--- config.mk ---
export PLATFORM = sky130hd
export DESIGN_NAME = activation_cache
export DESIGN_NICKNAME = d
export VERILOG_FILES = /design/src/rtl/activation_cache.sv
export SDC_FILE = /design/constraint.sdc
export NUM_CORES = 1
export LEC_CHECK = 0
export CORE_MARGIN = 1
export CORE_UTILIZATION = 55
export CTS_CLUSTER_DIAMETER = 120
export DETAILED_ROUTE_END_ITERATION = 8
export PLACE_DENSITY = 0.83
export SYNTH_ARGS = -nofsm -noshare
export SYNTH_HDL_FRONTEND = slang
export SYNTH_SLANG_ARGS = --single-unit
--- constraint.sdc ---
create_clock -name clk -period 8.1 [get_ports clk]
set_clock_uncertainty 0.05 [all_clocks]
set_input_delay 1.62 -clock clk [delete_from_list [all_inputs] [get_ports clk]]
set_output_delay 1.62 -clock clk [all_outputs]
set_load 0.01 [all_outputs]
--- src/rtl/activation_cache.sv ---
// Activation history buffer for a dilated causal conv1d layer: keeps the last
// 3*DILATION input vectors and presents x[t], x[t-K], x[t-2K], x[t-3K] as taps.
module activation_cache #(
    parameter int W        = 16,
    parameter int D        = 4,
    parameter int DILATION = 1
) (
    input  logic             clk,
    input  logic             rst_n,
    input  logic [D*W-1:0]   packed_in,
    input  logic             in_v,
    output logic             in_ready,
    output logic [D*W-1:0]   packed_a0,
    output logic [D*W-1:0]   packed_a1,
    output logic [D*W-1:0]   packed_a2,
    output logic [D*W-1:0]   packed_a3,
    output logic             out_v
);

    localparam int L  = 3 * DILATION;
    localparam int AW = $clog2(L);
    localparam int FW = $clog2(L + 1);
    localparam int VW = D * W;

    localparam logic [AW:0]   L_X   = (AW + 1)'(L);
    localparam logic [AW-1:0] K1_A  = AW'(DILATION);
    localparam logic [AW-1:0] K2_A  = AW'(2 * DILATION);
    localparam logic [AW-1:0] LAST  = AW'(L - 1);
    localparam logic [FW-1:0] F_K1  = FW'(DILATION);
    localparam logic [FW-1:0] F_K2  = FW'(2 * DILATION);
    localparam logic [FW-1:0] F_L   = FW'(L);

    typedef enum logic [2:0] {IDLE, FETCH, CAP2, CAP1, CAP0} state_t;

    state_t          state;
    logic [AW-1:0]   wp;
    logic [AW-1:0]   rd_addr;
    logic [FW-1:0]   fill;
    logic [VW-1:0]   rd_data;
    logic [VW-1:0]   stage1;
    logic [VW-1:0]   stage2;
    logic [VW-1:0]   stage3;
    logic [VW-1:0]   mem [L];

    // (a - b) mod L for a, b < L; L is generally not a power of two.
    function automatic logic [AW-1:0] addr_sub(input logic [AW-1:0] a, input logic [AW-1:0] b);
        logic [AW:0] t;
        t = {1'b0, a} + L_X - {1'b0, b};
        if (t >= L_X)
            t = t - L_X;
        return t[AW-1:0];
    endfunction

    function automatic logic [AW-1:0] addr_inc(input logic [AW-1:0] a);
        return (a == LAST) ? '0 : a + 1'b1;
    endfunction

    function automatic logic [VW-1:0] mask_tap(input logic [VW-1:0] v, input logic ok);
        return ok ? v : '0;
    endfunction

    // Storage: one write port, registered read every clock.
    always_ff @(posedge clk) begin
        if (state == CAP0)
            mem[wp] <= stage3;
        rd_data <= mem[rd_addr];
    end

    // Tap capture registers; fill is unchanged until CAP0 so it is the pre-write count.
    always_ff @(posedge clk) begin
        case (state)
            IDLE:    if (in_v) stage3 <= packed_in;
            CAP2:    stage2 <= mask_tap(rd_data, fill >= F_K1);
            CAP1:    stage1 <= mask_tap(rd_data, fill >= F_K2);
            default: ;
        endcase
    end

    always_ff @(posedge clk or negedge rst_n) begin
        if (!rst_n) begin
            state     <= IDLE;
            wp        <= '0;
            rd_addr   <= '0;
            fill      <= '0;
            out_v     <= 1'b0;
            in_ready  <= 1'b1;
            packed_a0 <= '0;
            packed_a1 <= '0;
            packed_a2 <= '0;
            packed_a3 <= '0;
        end else begin
            case (state)
                IDLE: begin
                    if (in_v) begin
                        rd_addr  <= addr_sub(wp, K1_A);
                        out_v    <= 1'b0;
                        in_ready <= 1'b0;
                        state    <= FETCH;
                    end
                end
                FETCH: begin
                    rd_addr <= addr_sub(wp, K2_A);
                    state   <= CAP2;
                end
                CAP2: begin
                    // wp holds the oldest entry, i.e. x[t-3K] once the buffer is full.
                    rd_addr <= wp;
                    state   <= CAP1;
                end
                CAP1: begin
                    state <= CAP0;
                end
                CAP0: begin
                    packed_a0 <= mask_tap(rd_data, fill >= F_L);
                    packed_a1 <= stage1;
                    packed_a2 <= stage2;
                    packed_a3 <= stage3;
                    wp        <= addr_inc(wp);
                    fill      <= (fill == F_L) ? fill : fill + 1'b1;
                    out_v     <= 1'b1;
                    in_ready  <= 1'b1;
                    state     <= IDLE;
                end
                default: begin
                    state    <= IDLE;
                    in_ready <= 1'b1;
                end
            endcase
        end
    end

endmodule

==> results.toml <==
[synth]
synth.lib_cells_used.distinct = 26
syn-cell-area_sq_mm = 0.02543
yosysTopAreaCell = "sky130_fd_sc_hd__edfxtp_1"
netlist_top_cells_area = "sky130_fd_sc_hd__edfxtp_1 45%, sky130_fd_sc_hd__dfrtp_1 26%, sky130_fd_sc_hd__nand2_1 11%, sky130_fd_sc_hd__dfxtp_1 5.0%, sky130_fd_sc_hd__nor2b_1 3.2%"
synth_top_area_share_pct = 45.35
syn_nets = 2033
postSynthCellCount = 1957
mean_instance_size_in_the_synthesized_netlist_sq_um = 12.99
commonest_cells_in_the_synthesized_netlist = "771 x sky130_fd_sc_hd__nand2_1, 384 x sky130_fd_sc_hd__edfxtp_1, 266 x sky130_fd_sc_hd__dfrtp_1, 129 x sky130_fd_sc_hd__nor2b_1, 69 x sky130_fd_sc_hd__o21ai_0"
ys.flop_type = "sky130_fd_sc_hd__edfxtp_1"
synth_sequential_area_ratio_pct = 76.67
ffs_latches_synth = 715
synth_warnings = 0
post-synth-top-count-cell = "sky130_fd_sc_hd__nand2_1"
async_sr_flop_fraction_pct = 37.34
synth_edf_count = 384

[pwr]
cellPowerDensity_mw_per_mm2 = 385.3
power.net_switching_uw = 3748
internal_power_uw = 8295
power.ir.vdd_worst_v = 0.0002138
sequentialPowerShare_pct = 48.2
power.share.combinational_pct = 25.7
swShare_pct = 31.12
clock_power_share_pct = 26.1
static-leakage-power_uw = 0.01299

[worst_setup_path]
critical_path_class = "flop to flop"
start_kind = "flop"
cp.required_ps = 8560
timing.critical_path.slowest_stage_cell = "sky130_fd_sc_hd__buf_4"
arrival_ps = 4340
critPathMaxStageDelay_ps = 930
worstSetupEndpointType = "flop"
timing.critical_path.cells = "nor3b_2 > buf_4 > buf_4 > buf_4 > nand3_1 > nand2_1"
critPathMostFrequentCell = "sky130_fd_sc_hd__buf_4"
crit_fanout = 117

[global_routing]
pin_count_of_the_biggest_net_entering_global_routing = 166
via_count_of_the_first_global_routing_pass = 15070
remaining_global_route_overflow = 0
grt_use_total_pct = 23.94
antenna_found_initial = 3
global_route_wire_length_before_repair_um = 85720

[sta]
relSlewSlack_pct = 21.57
final_max_slew_viol_count = 0
setup_viol = 0
hold_viol = 0
timing.final.crit_share_pct = 47.96
maxClockFrequency_mhz = 257.4
layout_setup_ws_ps = 4215
rsz0062_at_grt = "false"
tightest_slew_ps = 1176
setup_tns_ps = 0
final_period_minus_worst_setup_slack_ps = 3885

[cts]
clock_latency_ps = 590
cts_hold_buffers = 0
cts_buffer_depth = 3
postCtsResizedCells = 0
clk_root_buffer_cell = "sky130_fd_sc_hd__clkbuf_16"
cts_post_setup_buffers_inserted = 0
clock_buffers_created_by_tritoncts = 69
cts_tree = "yes"
htree_levels = 3
numClockSinks = 715
cts.clk_slew.worst_paths_ps = 60

[final_layout]
final_nets = 2343
final_layout_size_suffix_gt1_share_pct = 5.809
final_cell_count_no_fill = 2925
final.fill_count = 3063
fin_area_sq_mm = 0.03125
finalCoreUtilization_pct = 68.72
synthToLayoutAreaGrowth_pct = 22.91

[place]
io_buffers = 324
placement.cell_area_sq_mm = 0.02901
dpl.cell_count = 2796
place.gp.congestion = 0.8717
place.detailed.hpwl_um = 35490
post-place-ws_ps = 4295

[hold_path]
holdCritPathClass = "flop to flop"

[run]
cap_violations = 0

[drt]
finalWirelength_um = 55620
final_routed_wire_length_divided_by_cell_count_um = 19.01
route.detailed.drc = 0
drt_iter0_drc = 1361
route.vias.total = 15390
drt_pass1_iterations = 5
drt-vias-per-instance = 5.262
post_route_antenna_net_violation_count = 0

[die]
initial_core_util_pct = 55.91
core_area_sq_mm = 0.04548
die-width_um = 217.0
dieHeight_um = 217.0
floorplan.rows = 78
die_footprint_sq_mm = 0.04710
top_level_ports = 325

[run_status]
run_status = "completed"
-- worst paths after layout --
kind / from / to / slack (ps) / cells after the start
setup / recovery: state[2] / packed_a0[43] / 4220 / 6
hold / removal: stage1[62] / packed_a1[62] / 380 / 2
setup reg to reg: state[2] / packed_a0[43] / 4220 / 6
hold reg to reg: stage1[62] / packed_a1[62] / 380 / 2
max in group asynchronous: rst_n / packed_a2[19] / 5460 / 2
min in group asynchronous: rst_n / packed_a3[57] / 980 / 1
-- layer usage --
| layer | wire length (um) | track usage, % | share of wire (%) | up-vias |
|---|---|---|---|---|
| met3 | 3600 | 3.927 | 6.5 | 96 |
| li1 | - | - | - | 7095 |
| met1 | 23920 | 34.72 | 43 | 7614 |
| met2 | 26300 | 36.52 | 47 | 587 |
| met4 | 1797 | 9.695 | 3.2 | 0 |
| met5 | 0 | 0 | 0 | - |
-- cell type report --
type | instances | area [sq um] | share of cell area [%]
diodes | 1 | 2.502 | 0.008007
clock buffers | 107 | 2033 | 6.505
clock inverters | 21 | 209.0 | 0.6686
inverters | 7 | 26.28 | 0.08407
multi-input cells | 1133 | 5341 | 17.09
flip-flops and latches | 715 | 19500 | 62.40
well taps | 600 | 750.7 | 2.402
repair buffers | 341 | 3388 | 10.84
-- critical path, delay by kind of cell, from the launching register on --
| family | cells | cell delay (ps) |
|---|---|---|
| flip-flops | 1 | 620 |
| buffers and inverters | 3 | 2340 |
| AND/OR/NAND/NOR | 3 | 620 |
-- registers in the layout, indices dropped and copies added, names as in the netlist, 2 cells and up --
signal     count
packed_a1     64
stage1        64
stage3        64
rd_addr        2
rd_data       64
wp             2
fill           2
packed_a3     64
packed_a0     64
mem          192
state          3
stage2        64
packed_a2     64
-- stage by stage --
step / hold slack [ps] / power [uW]
2_1_floorplan: 364.6 / 7314
3_3_place_gp: 365.6 / 8804
3_5_place_dp: 372.4 / 8965
4_1_cts: 387.0 / 12130
5_1_grt: 398.1 / 12630
6_report: 384.7 / 12040
-- power groups by stage --
stage	Combinational [uW]	Clock [uW]	Sequential, uW
2_1_floorplan	1510	0	5800
3_3_place_gp	3000	0	5810
3_5_place_dp	3110	0	5850
4_1_cts	3130	3200	5800
5_1_grt	3370	3350	5900
6_report	3090	3140	5810
-- layout by cell type (no fill, tap or decap), drive strengths merged, types with 11 or more instances in the layout --
cell	instances
dfrtp	266
nand2	771
mux2i	64
edfxtp	384
clkinv	11
buf	18
clkdlybuf4s50	323
clkbuf	107
inv	12
dfxtp	64
nor2b	129
o21ai	69
nand3	64
-- cell families (layout without fill, tap and decap cells) --
logic type                 Yosys count  after routing  share of synthesized area (%)
buffers and inverters              109            476                          2.514
other                                0              1                              0
AOI/OAI and AO/OA                   77             77                          1.594
and+or+nand+nor                    980            980                          16.15
adders and majority gates            9              9                         0.4429
DFF                                715            715                          76.67
xor gates and xnor gates             2              2                        0.06890
muxes                               65             65                          2.564
Power figures use the tool's default switching activity.
